--- config.mk ---
export PLATFORM = sky130hd
export DESIGN_NAME = instr_prefetch
export DESIGN_NICKNAME = d
export VERILOG_FILES = /design/src/rtl/instr_prefetch.sv
export SDC_FILE = /design/constraint.sdc
export NUM_CORES = 1
export LEC_CHECK = 0
export ABC_AREA = 0
export BUFFER_PORTS_ARGS = -buffer_cell sky130_fd_sc_hd__buf_2
export CORE_AREA = 2 2 295 297
export DETAILED_ROUTE_END_ITERATION = 10
export DIE_AREA = 0 0 297 299
export GPL_TIMING_DRIVEN = 1
export HOLD_SLACK_MARGIN = 0.12
export REMOVE_ABC_BUFFERS = 1
export SLEW_MARGIN = 20
export SYNTH_ARGS = -nofsm -noshare
export SYNTH_HDL_FRONTEND = slang
export SYNTH_SLANG_ARGS = --single-unit
--- constraint.sdc ---
create_clock -name clk -period 10.4 [get_ports clk]
set_clock_uncertainty 0.05 [all_clocks]
set_input_delay 2.08 -clock clk [delete_from_list [all_inputs] [get_ports clk]]
set_output_delay 2.08 -clock clk [all_outputs]
set_load 0.01 [all_outputs]
--- src/rtl/instr_prefetch.sv ---
// Instruction prefetch unit: owns the fetch PC, keeps one 32-bit read in flight and
// buffers returned words in a DEPTH-entry FIFO that feeds the core's decode stage.
module instr_prefetch #(
    parameter int          DEPTH    = 4,
    parameter logic [63:0] RESET_PC = 64'h2000
) (
    input  logic        clk,
    input  logic        reset,
    output logic        mem_req,
    output logic [63:0] mem_addr,
    input  logic        mem_rvalid,
    input  logic [31:0] mem_rdata,
    output logic        instr_valid,
    output logic [31:0] instr,
    output logic [63:0] instr_pc,
    input  logic        instr_ready,
    input  logic        redirect,
    input  logic [63:0] redirect_pc,
    output logic [1:0]  dbg_state
);

    localparam int AW = $clog2(DEPTH);

    // Handshakes: a word moves to the core only in a cycle with instr_valid && instr_ready;
    // mem_req is a one-cycle request and mem_rvalid is the single beat answering it.
    typedef enum logic [1:0] {
        IDLE  = 2'd0,
        WAIT  = 2'd1,
        DRAIN = 2'd2
    } state_t;

    state_t        state;
    logic [63:0]   fetch_pc;
    logic [63:0]   tag_pc;
    logic [AW:0]   count;
    logic [AW-1:0] rd_ptr;
    logic [AW-1:0] wr_ptr;
    logic [63:0]   pc_mem   [DEPTH];
    logic [31:0]   word_mem [DEPTH];

    logic          credit;
    logic          push;
    logic          pop;
    logic [AW+1:0] inflight;
    logic          unused_rpc_bits;

    // The outstanding request owns a slot so its beat can always be pushed.
    assign inflight = {1'b0, count} + {{(AW + 1){1'b0}}, (state == WAIT)};
    assign credit   = inflight < (AW + 2)'(DEPTH);

    assign mem_req  = !reset && !redirect && credit &&
                      (state == IDLE || (state == WAIT && mem_rvalid));
    assign mem_addr = fetch_pc;

    assign push = (state == WAIT) && mem_rvalid && !redirect;
    assign pop  = instr_valid && instr_ready && !redirect;

    assign instr_valid = (count != '0);
    assign instr       = instr_valid ? word_mem[rd_ptr] : 32'h0;
    assign instr_pc    = instr_valid ? pc_mem[rd_ptr]   : 64'h0;
    assign dbg_state   = state;

    assign unused_rpc_bits = ^redirect_pc[1:0];

    always_ff @(posedge clk) begin
        if (push) begin
            pc_mem[wr_ptr]   <= tag_pc;
            word_mem[wr_ptr] <= mem_rdata;
        end
    end

    always_ff @(posedge clk or posedge reset) begin
        if (reset) begin
            state    <= IDLE;
            fetch_pc <= RESET_PC;
            tag_pc   <= '0;
            count    <= '0;
            rd_ptr   <= '0;
            wr_ptr   <= '0;
        end else if (redirect) begin
            count    <= '0;
            rd_ptr   <= '0;
            wr_ptr   <= '0;
            fetch_pc <= {redirect_pc[63:2], 2'b00};
            // A request still in flight becomes stale; its beat must be swallowed in DRAIN.
            if (state == WAIT) begin
                state <= mem_rvalid ? IDLE : DRAIN;
            end else if (state == DRAIN && mem_rvalid) begin
                state <= IDLE;
            end
        end else begin
            if (push) begin
                wr_ptr <= wr_ptr + 1'b1;
            end
            if (pop) begin
                rd_ptr <= rd_ptr + 1'b1;
            end
            case ({push, pop})
                2'b10:   count <= count + 1'b1;
                2'b01:   count <= count - 1'b1;
                default: count <= count;
            endcase
            if (mem_req) begin
                fetch_pc <= fetch_pc + 64'd4;
                tag_pc   <= fetch_pc;
                state    <= WAIT;
            end else if (mem_rvalid && state != IDLE) begin
                state <= IDLE;
            end
        end
    end

endmodule

Word-level counts from Yosys, hierarchy flattened. Memory sizes are Yosys's and may differ from the RTL's. Cells that the tools add are included.

Output and inout port bits: 164. Bits in read-only memories: 0. Memories: 2. Word-level logic and storage cells: 61. Register bits after elaboration: 137. RAM bits: 384. Latch bits: 0.

Eq/ne operators: 5. Multiplexer cells: 18. Reductions and logical operators: 22. Shifts and indexed selects: 0. Bitwise gates (word level): 1. Divide/modulo/power cells: 0. Order comparisons: 1. Add/sub/neg operators: 6. $mul: 0.

Memory list: pc_mem (words 4, bits a word 64, rd ports 1, clocked after memory_dff 0, wr ports 1, line 38) `logic [63:0] pc_mem [DEPTH];`; word_mem (words 4, bits a word 32, rd ports 1, clocked after memory_dff 0, wr ports 1, line 39) `logic [31:0] word_mem [DEPTH];`.

Operators by type and width (count): 64-bit two-way mux (3); 64-bit by 3-bit adder with 64-bit output (second input constant) (1); 32-bit two-way mux (1); 2-bit two-way mux (10); 1-bit logical AND (9); 3-bit nonzero test (3); 2-bit nonzero test (4); 3-bit case mux with 2 select lines (1); 2-bit by 1-bit adder with 2-bit output (second input constant) (2); 3-bit by 1-bit adder with 4-bit output (1); 2-bit by 1-bit == test with 1-bit output (second input constant) (2); 2-bit == test (second input constant) (2); 4-bit by 3-bit < comparator with 1-bit output (second input constant) (1); 2-bit AND reduction (2); 3-bit by 1-bit adder with 3-bit output (second input constant) (1); 3-bit two-way mux (1); 3-bit by 1-bit inequality test with 1-bit output (second input constant) (1); 3-bit by 1-bit subtractor with 3-bit output (second input constant) (1); 1-bit logical NOT (2); 2-bit logical NOT (1); 1-bit two-way mux (2); 1-bit logical OR (1); 1-bit NOT (1).

Depth between registers and ports, before layout.
Depth in word-level cells: 7. Depth in mapped cells: 9. Mapped depth without buffers: 7.

Least setup slack after synthesis. No wires, ideal clock.

Path kind: input to output. Start: in redirect. End: out mem_req. Path slack: 4.615 ns. Data arrival time: 3.655 ns. Stages on the path: 7. Buffers on the path: 4. Required time: 8.270 ns. Cells stage by stage: clkbuf_1 > or4_1 > or3_4 > inv_2 > buf_4 > buf_2 > buf_2.

Word-level cells in the longest chain between the ends: 4.

Ends and longest elaborated chain: from (decl) (line 17) `input logic redirect,`; 1-bit logical NOT (line 51) `assign mem_req = !reset && !redirect && credit &&`; 1-bit logical AND (3 in a row) (line 51); to (decl) (line 9) `output logic mem_req,`.

Every way passes these cells.

Worst setup path after layout. Same ends and word-level chain as after synthesis.

==> impl_results.md <==
- Leftover overflow at the end of global routing: 0
- Post-layout net count: 1,786
- Insertion delay to the later sink of the worst-skew pair: 0.61 ns
- Routed vias: 13,470
- Setup slack, reg-to-reg: 6.54 ns
- Result of the run: completed
- Hold-fix buffer count after cts: 0
- Wire length per cell after detailed routing: 21.53 um
- Die ar.: 88,800 um2
- Post-layout min period: 5.913 ns
- Family with the most delay on the worst path: simple AND/OR/NAND/NOR gates
- Summed instance area of the synthesized netlist: 21,220 um2
- Final setup violation count: 0
- Highest metal layer with signal wires: met5
- Fmax: 169.1 MHz
- CTS root buf: sky130_fd_sc_hd__clkbuf_16
- Chip Width: 297 um
- Most frequent cell after synthesis: sky130_fd_sc_hd__edfxtp_1
- Cell types with the largest area share after synthesis: sky130_fd_sc_hd__edfxtp_1 53%, sky130_fd_sc_hd__dfrtp_1 16%, sky130_fd_sc_hd__mux4_2 10%
- FF-to-FF End: mem_addr[17]
- Area of the core: 85,940 um2
- Syn_area_per_cell: 14.89 um2
- Port-buffer cells: 258
- Worst path cell trace: buf_4 -> or4_1 -> or3_4 -> clkinv_2 -> buf_2
- Starting density of the core: 0.2469
- Post-synthesis cell count: 1,425
- CP Launch Type: input pin
- Num Clock Sinks: 509
- Launch instance of the worst register-to-register path: count[2]
- Clock-pin transition on the worst setup and hold timing paths: 0.06 ns
- Deepest clock path buffer count: 3
- Area Overhead vs Synth: 21.61%
- Hold-critical path endpoint: pc_mem[1][14]
- Number of violations of the max-capacitance limit: 0
- Highest ir drop seen on vdd: 0.1687 mV
- Fraction of synthesized cell area taken by the top area cell type: 0.5321
- Critical-path maximum fanout: 67
- Post-DP HPWL: 39,820 um
- Share of synthesized cell area in full adder, half adder and majority cells: 0.003892
- Count of antenna-violating nets left after detailed routing: 0
- Setup TNS: 0 ns
- Register bit count reported by yosys: 509
- Register-to-Register Path Depth: 7
- Worst Min Path Start: tag_pc[14]
- Number of unique standard cell types used by synthesis: 64
- Number of pins with negative max-slew slack in the final report: 0
- Async set-reset flop share out of synthesis: 0.2613
- Maximum number of pins on one net before global-route repair: 85
- Yosys warnings: 0
- Final period util: 0.5686
- Minimum hold slack: 0.4641 ns
- Worst Tran Pin Value: 1.128 ns
- Post-CTS Setup Repair Bufs: 0
- Number of vias per cell after detailed routing: 4.669
- Detailed route wirelength on metal2: 28,150 um
- First-pass detailed-route iteration total: 5
- Count of flip-flops with a built-in enable after synthesis: 376
- Fraction of the mapped netlist area in simple logic gates: 0.1391
- Worst Hold Path Cells: 0
- Flip-flop cell with the highest count after synthesis: sky130_fd_sc_hd__edfxtp_1
- Total buffers and inverters traversed by the critical path: 3
- Slew margin rel.: 0.2409
- Post-cts resize count: 0
- Routed wire length on met3: 5804 um
- Share of synthesized area spent on multiplexers: 0.1040
- Wire length of the first global-routing pass: 90,720 um
- Crit-path max cell delay: 0.62 ns
- Detailed-route DRC error count: 0
- Final Routed Wirelength: 62,110 um
- Pwr Total: 6359 uW
- RSZ-0062 raised after global routing: no
- Leakage dissipation: 0.009462 uW
- CTS Buf Count: 56
- Global-route usage over all layers: 0.1366
- Data required time at the worst endpoint: 8.27 ns
- Last weighted congestion value of the routability-driven placer: 0.8129
- Vertical die dimension: 299 um
- Xor and xnor area share after synthesis: 0.002477
- Sequential fraction of the synthesis area: 0.6891
- Arrival time of data at the critical path endpoint: 3.78 ns
- Final Hold Fails: 0
- Worst Path Class, Setup: in2out
- Min-delay worst type: reg2reg
- Antenna violations before repair: 12
- Category of the worst setup path capture point: output port
- Largest family of logic cells by synthesized area: simple AND/OR/NAND/NOR gates
- Number of levels in the clock H-tree: 2
- Synth Area in Compound Gates: 0.04175
- Critical Path Slowest Stage Cell: sky130_fd_sc_hd__or3_4
- IO Pins: 265
- Std cell rows: 108
- Dominant cell type by area after synthesis: sky130_fd_sc_hd__edfxtp_1
- Wire length on met1: 26,440 um
- Initial DRC Count: 1,294
- CTS tree: yes
- Fraction of layout cells with a size suffix above 1: 0.2812
- Most instantiated cells after synthesis: 376 x sky130_fd_sc_hd__edfxtp_1, 235 x sky130_fd_sc_hd__nand2_1, 132 x sky130_fd_sc_hd__dfrtp_1
- Power density of the placed cells: 246.5 nW/um2
- Vias in the first global route: 13,580
power by group:
part           switching (uW)  internal, uW  leakage (uW)
sequential                292          2520       0.00506
combinational             803           606       0.00343
clock                     840          1300      0.000974
total                    1930          4420       0.00946
worst register-to-register path: cells and delay by family (launching register included):
family,cells,cell delay [ns]
buffers and inverters,3,1.33
AOI/OAI and AO/OA,1,0.47
and+or+nand+nor,3,1.47
DFF,1,0.41
cell usage in the layout (no fill, tap or decap), types with 6 or more instances in the layout:
cell | netlist | routed
sky130_fd_sc_hd__buf_4 | 5 | 18
sky130_fd_sc_hd__bufinv_16 | 0 | 10
sky130_fd_sc_hd__buf_2 | 21 | 257
sky130_fd_sc_hd__a21o_1 | 7 | 7
sky130_fd_sc_hd__dfrtp_1 | 132 | 130
sky130_fd_sc_hd__o311ai_0 | 11 | 11
sky130_fd_sc_hd__nor3b_1 | 6 | 6
sky130_fd_sc_hd__nand3b_1 | 6 | 6
sky130_fd_sc_hd__nand2_1 | 235 | 235
sky130_fd_sc_hd__nor4_1 | 19 | 19
sky130_fd_sc_hd__nand4_1 | 33 | 33
sky130_fd_sc_hd__edfxtp_1 | 376 | 376
sky130_fd_sc_hd__inv_1 | 12 | 11
sky130_fd_sc_hd__or3_1 | 11 | 10
sky130_fd_sc_hd__mux2i_1 | 9 | 9
sky130_fd_sc_hd__nor3_1 | 9 | 9
sky130_fd_sc_hd__mux4_2 | 94 | 94
sky130_fd_sc_hd__a21oi_1 | 23 | 23
sky130_fd_sc_hd__nor2_1 | 30 | 29
sky130_fd_sc_hd__a221o_1 | 7 | 7
sky130_fd_sc_hd__and3_1 | 11 | 11
sky130_fd_sc_hd__clkinv_1 | 0 | 6
sky130_fd_sc_hd__or4_1 | 18 | 18
sky130_fd_sc_hd__a22oi_1 | 11 | 11
sky130_fd_sc_hd__and2_1 | 101 | 97
sky130_fd_sc_hd__clkinv_2 | 0 | 10
sky130_fd_sc_hd__o21ai_0 | 39 | 39
sky130_fd_sc_hd__nor2b_1 | 14 | 14
sky130_fd_sc_hd__nand3_1 | 55 | 55
sky130_fd_sc_hd__clkbuf_8 | 0 | 7
sky130_fd_sc_hd__clkbuf_16 | 0 | 57
sky130_fd_sc_hd__o21bai_1 | 10 | 10
sky130_fd_sc_hd__o211ai_1 | 9 | 9
sequential cells by signal, summed over array words and instances (netlist names):
name and cells:
count 3, dbg_state 2, mem_addr 62, pc_mem 248, rd_ptr 2, tag_pc 62
word_mem 128, wr_ptr 2
layer usage:
layer  vias to the layer above  global-route usage
li1                       5966                   -
met1                      6863              0.1875
met2                       532              0.2107
met3                       104             0.03737
met4                         6             0.04125
met5                         -                   0
how the worst max path moves through the flow:
stage / from / end / slack (ns) / cells past startpoint
after detailed placement: redirect / mem_req / 4.45 / 5
final: redirect / mem_req / 4.49 / 5
after floorplan: rd_ptr[0] / instr[0] / 3.71 / 2
after CTS: rd_ptr[0] / instr[28] / 4.13 / 5
after global placement: redirect / mem_req / 4.47 / 5
after global routing: redirect / mem_req / 4.39 / 5
logic make-up after synthesis:
group | Yosys count
AOI/OAI and AO/OA | 132
xor gates and xnor gates | 6
adders and majority gates | 6
buffers and inverters | 96
DFF | 509
muxes | 103
other | 1
and+or+nand+nor | 572
final cells by class:
type	count	area, um2
Antenna cell	5	12.51
Clock buffer	68	1538
Clock inverter	36	462.9
Fill cell	8676	60140
Inverter	13	55.05
Multi-Input combinational cell	823	6212
Sequential cell	509	14630
Tap cell	1155	1445
Timing Repair Buffer	276	1449
metrics by stage:
stage                     cell area, um2    util  worst slack, ns  std cells
final                              25800  0.3002            4.487       2885
after global routing               25790  0.3001            4.393       2880
after CTS                          25760  0.2998            4.133       2879
after detailed placement           23760  0.2765            4.451       2775
after floorplan                    20860       -            3.713       1345
after global placement             23760  0.2765            4.472       2775
Power figures use the tool's default switching activity.
